File: src/rtl/player_box_drawer.sv
// Player box renderer: on each accepted frame tick, erases the box at the previously
// drawn row, then draws it at the newly sampled row, writing one pixel per clock.
module player_box_drawer #(
    parameter int         X_POS     = 20,
    parameter int         BOX_W     = 4,
    parameter int         BOX_H     = 8,
    parameter int         SCREEN_H  = 120,
    parameter logic [2:0] FG_COLOUR = 3'b111,
    parameter logic [2:0] BG_COLOUR = 3'b000
) (
    input  logic       clk,
    input  logic       reset,
    input  logic       update,
    input  logic [6:0] y_in,
    output logic       plot,
    output logic [7:0] plot_x,
    output logic [6:0] plot_y,
    output logic [2:0] colour,
    output logic       busy,
    output logic       done
);

    // Handshake: update is accepted only on a clock edge where busy is low. busy stays high
    // from the first pixel cycle through the done cycle. Updates that arrive while busy is
    // high are dropped, not queued.
    typedef enum logic [1:0] {IDLE, ERASE, DRAW, FINISH} state_t;

    state_t     state, state_n;
    logic [2:0] px, px_n;
    logic [3:0] py, py_n;
    logic [6:0] new_y, new_y_n;
    logic [6:0] old_y, old_y_n;
    logic       drawn_valid, drawn_valid_n;

    logic       plot_n, busy_n, done_n;
    logic [7:0] plot_x_n;
    logic [6:0] plot_y_n;
    logic [2:0] colour_n;

    logic       emit;
    logic [6:0] base_y;
    logic [2:0] pix_colour;
    logic [7:0] row_sum;
    logic       last_px, last_py;

    assign last_px = (px == 3'(BOX_W - 1));
    assign last_py = (py == 4'(BOX_H - 1));

    always_comb begin
        state_n       = state;
        px_n          = px;
        py_n          = py;
        new_y_n       = new_y;
        old_y_n       = old_y;
        drawn_valid_n = drawn_valid;
        emit          = 1'b0;
        base_y        = new_y;
        pix_colour    = colour;
        busy_n        = 1'b0;
        done_n        = 1'b0;
        plot_n        = 1'b0;
        plot_x_n      = plot_x;
        plot_y_n      = plot_y;
        colour_n      = colour;
        row_sum       = 8'd0;

        case (state)
            IDLE: begin
                if (update) begin
                    new_y_n = y_in;
                    px_n    = 3'd0;
                    py_n    = 4'd0;
                    if (drawn_valid && (y_in == old_y)) begin
                        state_n = FINISH;
                        busy_n  = 1'b1;
                        done_n  = 1'b1;
                    end else if (drawn_valid) begin
                        state_n    = ERASE;
                        emit       = 1'b1;
                        base_y     = old_y;
                        pix_colour = BG_COLOUR;
                    end else begin
                        state_n    = DRAW;
                        emit       = 1'b1;
                        base_y     = y_in;
                        pix_colour = FG_COLOUR;
                    end
                end
            end
            ERASE, DRAW: begin
                if (last_px && last_py) begin
                    px_n = 3'd0;
                    py_n = 4'd0;
                    if (state == ERASE) begin
                        state_n    = DRAW;
                        emit       = 1'b1;
                        base_y     = new_y;
                        pix_colour = FG_COLOUR;
                    end else begin
                        state_n       = FINISH;
                        old_y_n       = new_y;
                        drawn_valid_n = 1'b1;
                        busy_n        = 1'b1;
                        done_n        = 1'b1;
                    end
                end else begin
                    if (last_px) begin
                        px_n = 3'd0;
                        py_n = py + 4'd1;
                    end else begin
                        px_n = px + 3'd1;
                    end
                    emit       = 1'b1;
                    base_y     = (state == ERASE) ? old_y : new_y;
                    pix_colour = (state == ERASE) ? BG_COLOUR : FG_COLOUR;
                end
            end
            FINISH: state_n = IDLE;
            default: state_n = IDLE;
        endcase

        // Outputs describe the pixel selected by the next counter values, so they are
        // registered alongside the counters and appear one cycle after acceptance.
        if (emit) begin
            row_sum  = {1'b0, base_y} + {4'b0000, py_n};
            plot_n   = (row_sum < 8'(SCREEN_H));
            plot_x_n = 8'(X_POS) + {5'b00000, px_n};
            plot_y_n = row_sum[6:0];
            colour_n = pix_colour;
            busy_n   = 1'b1;
        end
    end

    always_ff @(posedge clk or posedge reset) begin
        if (reset) begin
            state       <= IDLE;
            px          <= 3'd0;
            py          <= 4'd0;
            new_y       <= 7'd0;
            old_y       <= 7'd0;
            drawn_valid <= 1'b0;
            plot        <= 1'b0;
            plot_x      <= 8'd0;
            plot_y      <= 7'd0;
            colour      <= BG_COLOUR;
            busy        <= 1'b0;
            done        <= 1'b0;
        end else begin
            state       <= state_n;
            px          <= px_n;
            py          <= py_n;
            new_y       <= new_y_n;
            old_y       <= old_y_n;
            drawn_valid <= drawn_valid_n;
            plot        <= plot_n;
            plot_x      <= plot_x_n;
            plot_y      <= plot_y_n;
            colour      <= colour_n;
            busy        <= busy_n;
            done        <= done_n;
        end
    end

endmodule

File: config.mk
export PLATFORM = sky130hd
export DESIGN_NAME = player_box_drawer
export DESIGN_NICKNAME = d
export VERILOG_FILES = /design/src/rtl/player_box_drawer.sv
export SDC_FILE = /design/constraint.sdc
export NUM_CORES = 1
export LEC_CHECK = 0
export ABC_AREA = 0
export BUFFER_PORTS_ARGS = -buffer_cell sky130_fd_sc_hd__buf_4
export CAP_MARGIN = 20
export CORE_MARGIN = 2
export CORE_UTILIZATION = 53
export DETAILED_ROUTE_END_ITERATION = 12
export PLACE_DENSITY_LB_ADDON = 0.1
export SYNTH_ARGS = -nofsm -noshare
export SYNTH_HDL_FRONTEND = slang
export SYNTH_SLANG_ARGS = --single-unit
File: constraint.sdc
create_clock -name clk -period 3.6 [get_ports clk]
set_clock_uncertainty 0.15 [all_clocks]
set_input_delay 0.54 -clock clk [delete_from_list [all_inputs] [get_ports clk]]
set_output_delay 0.54 -clock clk [all_outputs]
set_load 0.02 [all_outputs]
* Yosys cells after proc, flatten, opt, wreduce, memory -nomap -nowiden
Index checks and enable logic that the tools add are counted.
** Word-level totals
- Flip-flop bits (word level) :: 45
- Bits of input ports :: 10
- Output and inout port bits :: 21
- Logic and storage cells :: 77
** Cells by class
- Add/sub/neg operators :: 4
- $lt $le $gt $ge :: 1
- Equal/unequal tests :: 10
- Mux-type cells :: 39
- Bitwise operators :: 1
- Reductions and logical operators :: 10
** Operators by type and width (count)
- 2-to-1 mux 7 bit :: 5
- 2-to-1 mux 3 bit :: 9
- one-hot mux 7 bit (2 select lines) :: 1
- 2-to-1 mux 4 bit :: 3
- one-hot mux 3 bit (2 select lines) :: 2
- 2-to-1 mux 1 bit :: 11
- adder 7 x 4 -> 8 bit :: 1
- < comparator 8 x 7 -> 1 bit (second input constant) :: 1
- 2-to-1 mux 2 bit :: 4
- one-hot mux 4 bit (2 select lines) :: 1
- equality test 7 bit :: 1
- adder 5 x 3 -> 6 bit (first input constant) :: 1
- inequality test 2 bit (second input constant) :: 3
- one-hot mux 2 bit (3 select lines) :: 1
- AND reduction 2 bit :: 3
- AND reduction 5 bit :: 1
- adder 4 x 1 -> 4 bit (second input constant) :: 1
- equality test 2 bit (second input constant) :: 2
- equality test 4 x 3 -> 1 bit (second input constant) :: 1
- one-hot mux 1 bit (2 select lines) :: 2
- adder 3 x 1 -> 3 bit (second input constant) :: 1
- equality test 3 x 2 -> 1 bit (second input constant) :: 1
- inequality test 3 bit (second input constant) :: 1
- AND reduction 3 bit :: 1
- 6 further kinds :: 7

* Depth between registers and ports, before layout
- Depth after elaboration :: 8
- Mapped depth :: 16
- Gate-level depth less buffers :: 15

* Worst setup path before layout
Ideal clock, no wire load.
- Kind :: input to register
- Start :: in y_in[5]
- End :: reg plot_y[6]
- Setup time :: 95 ps
- Arrival :: 2875 ps
- Data required time :: 3355 ps
- Setup slack :: 480 ps
- Cell stages on the path :: 14
- Buffers on the path :: 0
- Cells stage by stage :: xnor2_1 > nand4_2 > o32a_1 > nand3_1 > nand2_1 > o21ai_0 > ha_1 > inv_1 > fa_1 > inv_1 > a21o_1 > a21oi_1 > o31a_1 > o31ai_1
** On the way
- Longest elaborated chain between the ends :: 6
- Elaborated cells between the ends (all ways) :: 10
- Classes of those cells :: add/sub (1); eq/ne (1); mux (7); reduce/logical (1)
** RTL lines
- start, declared :: line 14 : input logic [6:0] y_in,
- equality test 7 bit :: line 73 : if (drawn_valid && (y_in == old_y)) begin
- logical AND 1 bit :: line 73
- 2-to-1 mux 7 bit :: line 73
- 2-to-1 mux 7 bit :: line 69 : if (update) begin
- one-hot mux 7 bit (2 select lines) :: line 67 : case (state)
- adder 7 x 4 -> 8 bit :: line 125 : row_sum = {1'b0, base_y} + {4'b0000, py_n};
- end signal, assigned :: line 157 : plot_y <= plot_y_n;
- end, declared :: line 17 : output logic [6:0] plot_y,
Several ways; a longest one is shown, not always the timed one.
A chain may end at the register's enable or synchronous reset.

* Final worst setup path
- Start :: reg state[0]
- End :: reg plot_y[6]
** On the way
- Longest elaborated chain between the ends :: 5
- Elaborated cells between the ends (all ways) :: 12
- Classes of those cells :: add/sub (1); eq/ne (2); mux (7); reduce/logical (2)
** RTL lines
- start, declared :: line 28 : state_t state, state_n;
- start signal, assigned :: line 149 : state <= state_n;
- equality test 2 x 1 -> 1 bit :: line 67, 94, 114
- 2-to-1 mux 7 bit :: line 114 : base_y = (state == ERASE) ? old_y : new_y;
- 2-to-1 mux 7 bit :: line 91 : if (last_px && last_py) begin
- one-hot mux 7 bit (2 select lines) :: line 67
- adder 7 x 4 -> 8 bit :: line 125
Several ways; a longest one is shown, not always the timed one.

==> impl_results.md <==
- Worst Tran Pin Value: between 800 and 900 ps
- Ys Warns: 0
- First-pass GRT wire length: 9780 µm
- Initial DRC Count: 125
- Post-synth EDFFs: 0
- Setup TNS: 0 ps
- Initial antenna violation count: 0
- H-tree depth: 2
- GRT overflow: 0
- Reg2reg start: state[0]$_DFFE_PP0P_
- Post-Syn Area per Cell: approximately 9.1 µm²
- Dominant synthesized flop cell: dfrtp_1
- Tot GR Track Use: between 20% and 30%
- ANT cells: 0
- Placer Congestion: about 0.90
- Synth area leaders: dfrtp_1 41%, nand2_1 7.2%, mux2_2 5.9%
- Status: completed
- Post-cts gate resize count: 0
- #FFs+latches synth: 40
- Critical Path End Type: flip-flop
- Tmin final: about 3400 ps
- Num rows: 24
- Layout cells sized above 1: between 20% and 30%
- # DRC: 0
- CTS Sinks: 40
- Worst IR Drop VDD: 0.173 mV
- Die Y: approximately 72 µm
- Setup Slack @ Placement: ~190 ps
- Drt first pass iters: 4
- Final nets: 324
- Period utilization: 93.2%
- Die Wd: ~72 µm
- Initial Utilization: a little under three fifths
- Maximum number of pins on one net before global-route repair: 41
- Synth-to-layout area growth: 15.2%
- Setup Viol. Count Final: 0
- Top cell type's share of synthesized area: approximately two fifths
- Vias per inst: 5.79
- Fmax achieved: 298 MHz
- Cell taking the most area after synthesis: dfrtp_1
- Mapped Area: between 2000 and 2500 µm²
- CTS tree: yes
- DP Wirelength: between 4000 and 5000 µm
- RSZ-0062 raised after global routing: no
- DR vias: 2,060
- Worst R2R End: plot_y[6]$_DFFE_PP0P_
- HP Class: in -> async
- R2R Setup Slk: between 200 and 250 ps
- DR WL/cell: about 16 µm
- DRT antenna net count: 0
- CTS Buffer Depth: 2
- Clk slew on worst S/H paths: approximately 80 ps
- Reg2reg path depth: 15
- Max Transition Viols Final: 0
- Vias in the first global route: 2,042
- Number of CTS-inserted buffers: 5
- Final wirelength: between 5000 and 6000 µm
- CP max FO: 8
- Area of the core: 4410 µm²
- Library cells used by synthesis: 47
- Setup Fix Bufs, Post-CTS: 0
- Cell count after synthesis: between 200 and 300
- Sequential element share of the synthesized area: between 40% and 50%
- Worst EP required: around 3700 ps
- Rel. slew slack: between 40 and 50%
- Final Hold Fails: 0
- Cts hold-fix bufs: 0
- Crit path kind: reg -> reg
- Pwr per Cell Area: approximately 280 nW/µm²
- Setup WS post-layout: between 200 and 250 ps
- Critical Path Start Type: flip-flop
- Port Buf Inserts: 27
- Worst Path Arrival: 3410 ps
- DIE AREA: approximately 5200 µm²
- Number of top-level pins: 31
- Skew-Pair Late Insertion Delay: between 200 and 300 ps
- Leak: roughly 1.3 nW
- Post-layout power: between 0.8 and 0.9 mW
- Clock root cell: clkbuf_8
- Ys async rst share: 100%
- # Max-Cap Violations: 0
-- registers in the layout, indices dropped and copies added (netlist names) --
name / count
colour: 1
old_y: 7
plot_y: 7
plot_x: 5
plot: 1
px: 3
drawn_valid: 1
done: 1
state: 2
py: 4
new_y: 7
busy: 1
-- how the worst max path moves through the flow --
stage,start,endpoint,slack (ps),cells past startpoint
final,state[0]$_DFFE_PP0P_,plot_y[6]$_DFFE_PP0P_,240,15
after global routing,state[0]$_DFFE_PP0P_,plot_y[6]$_DFFE_PP0P_,7,15
after CTS,state[0]$_DFFE_PP0P_,plot_y[6]$_DFFE_PP0P_,250,15
after detailed placement,y_in[0],plot_y[6]$_DFFE_PP0P_,190,15
after global placement,y_in[5],plot_y[4]$_DFFE_PP0P_,250,15
after floorplan,y_in[5],plot_y[6]$_DFFE_PP0P_,480,14
-- metrics by stage --
step           area (µm²)  utilization (%)  hold slack, ps  std cells
4_1_cts              2840             64.4             240        356
2_1_floorplan        2470                -             333        273
3_3_place_gp         2740             62.2             305        348
6_report             2840             64.4             217        356
5_1_grt              2840             64.4             266        356
3_5_place_dp         2740             62.2             309        348
-- synthesized netlist by cell type (5+ instances only) --
master and instances:
nand2_1 47, dfrtp_1 40, nor2_1 18, o21ai_0 17, mux2_2 13, a21oi_1 10, ha_1 10, inv_1 10
nand3_1 9, xnor2_1 7, clkbuf_1 6, mux2i_1 6, buf_4 5, o21a_1 5
-- critical path: stages, from the launching register on --
cell and delay [ps]:
dfrtp_1 400, inv_1 120, ha_1 350, nand3_1 120
o32a_1 340, nand3_1 180, nand2_1 80, o21ai_0 80
ha_1 200, inv_1 60, fa_1 390, inv_1 70
a21o_1 100, a21oi_1 110, o31a_1 320, o31ai_1 200
-- layout by cell type (no fill, tap or decap), drive strengths merged, types with 6 or more instances in the layout --
cell	synthesis	routed
dfrtp	40	40
nor2	18	18
xnor2	7	7
inv	10	10
clkbuf	6	6
nand3	9	9
o21ai	17	17
a21oi	10	10
mux2i	6	6
mux2	13	13
buf	9	38
nand2	47	47
ha	10	10
-- layout make-up --
class                      count  area, µm²
clock buffer                   6       82.6
clock inverter                 2       15.0
sequential                    40       1000
multi-input combinational    208       1360
timing repair buffer          38        285
tap                           52       65.1
fill                         386       1570
inverter                      10       37.5
-- layer usage --
metal | vias to the layer above | wire, µm | global-route usage [%]
li1 | 1015 | - | -
met1 | 988 | 2750 | 33.8
met2 | 51 | 2660 | 39.3
met3 | 6 | 253 | 4.31
met4 | 0 | 59 | 5.87
met5 | - | 0 | 0
-- power breakdown --
part           internal, mW  switching (mW)  total (mW)  leakage [nW]
Clock                 0.155           0.165       0.320        0.0434
Combinational        0.0121          0.0216      0.0338         0.785
Sequential            0.449               0       0.449         0.498
Total                 0.616           0.186       0.803          1.33
-- cells by family after synthesis --
family,share of synthesized area (%)
flip-flops,40.6
AND/OR/NAND/NOR,18.4
other,0.152
XOR/XNOR,3.55
buffers and inverters,4.77
AO/OA/AOI/OAI,18.3
adder cells (fa/ha/maj),5.89
multiplexers,8.37
(Power assumes the default switching activity.)
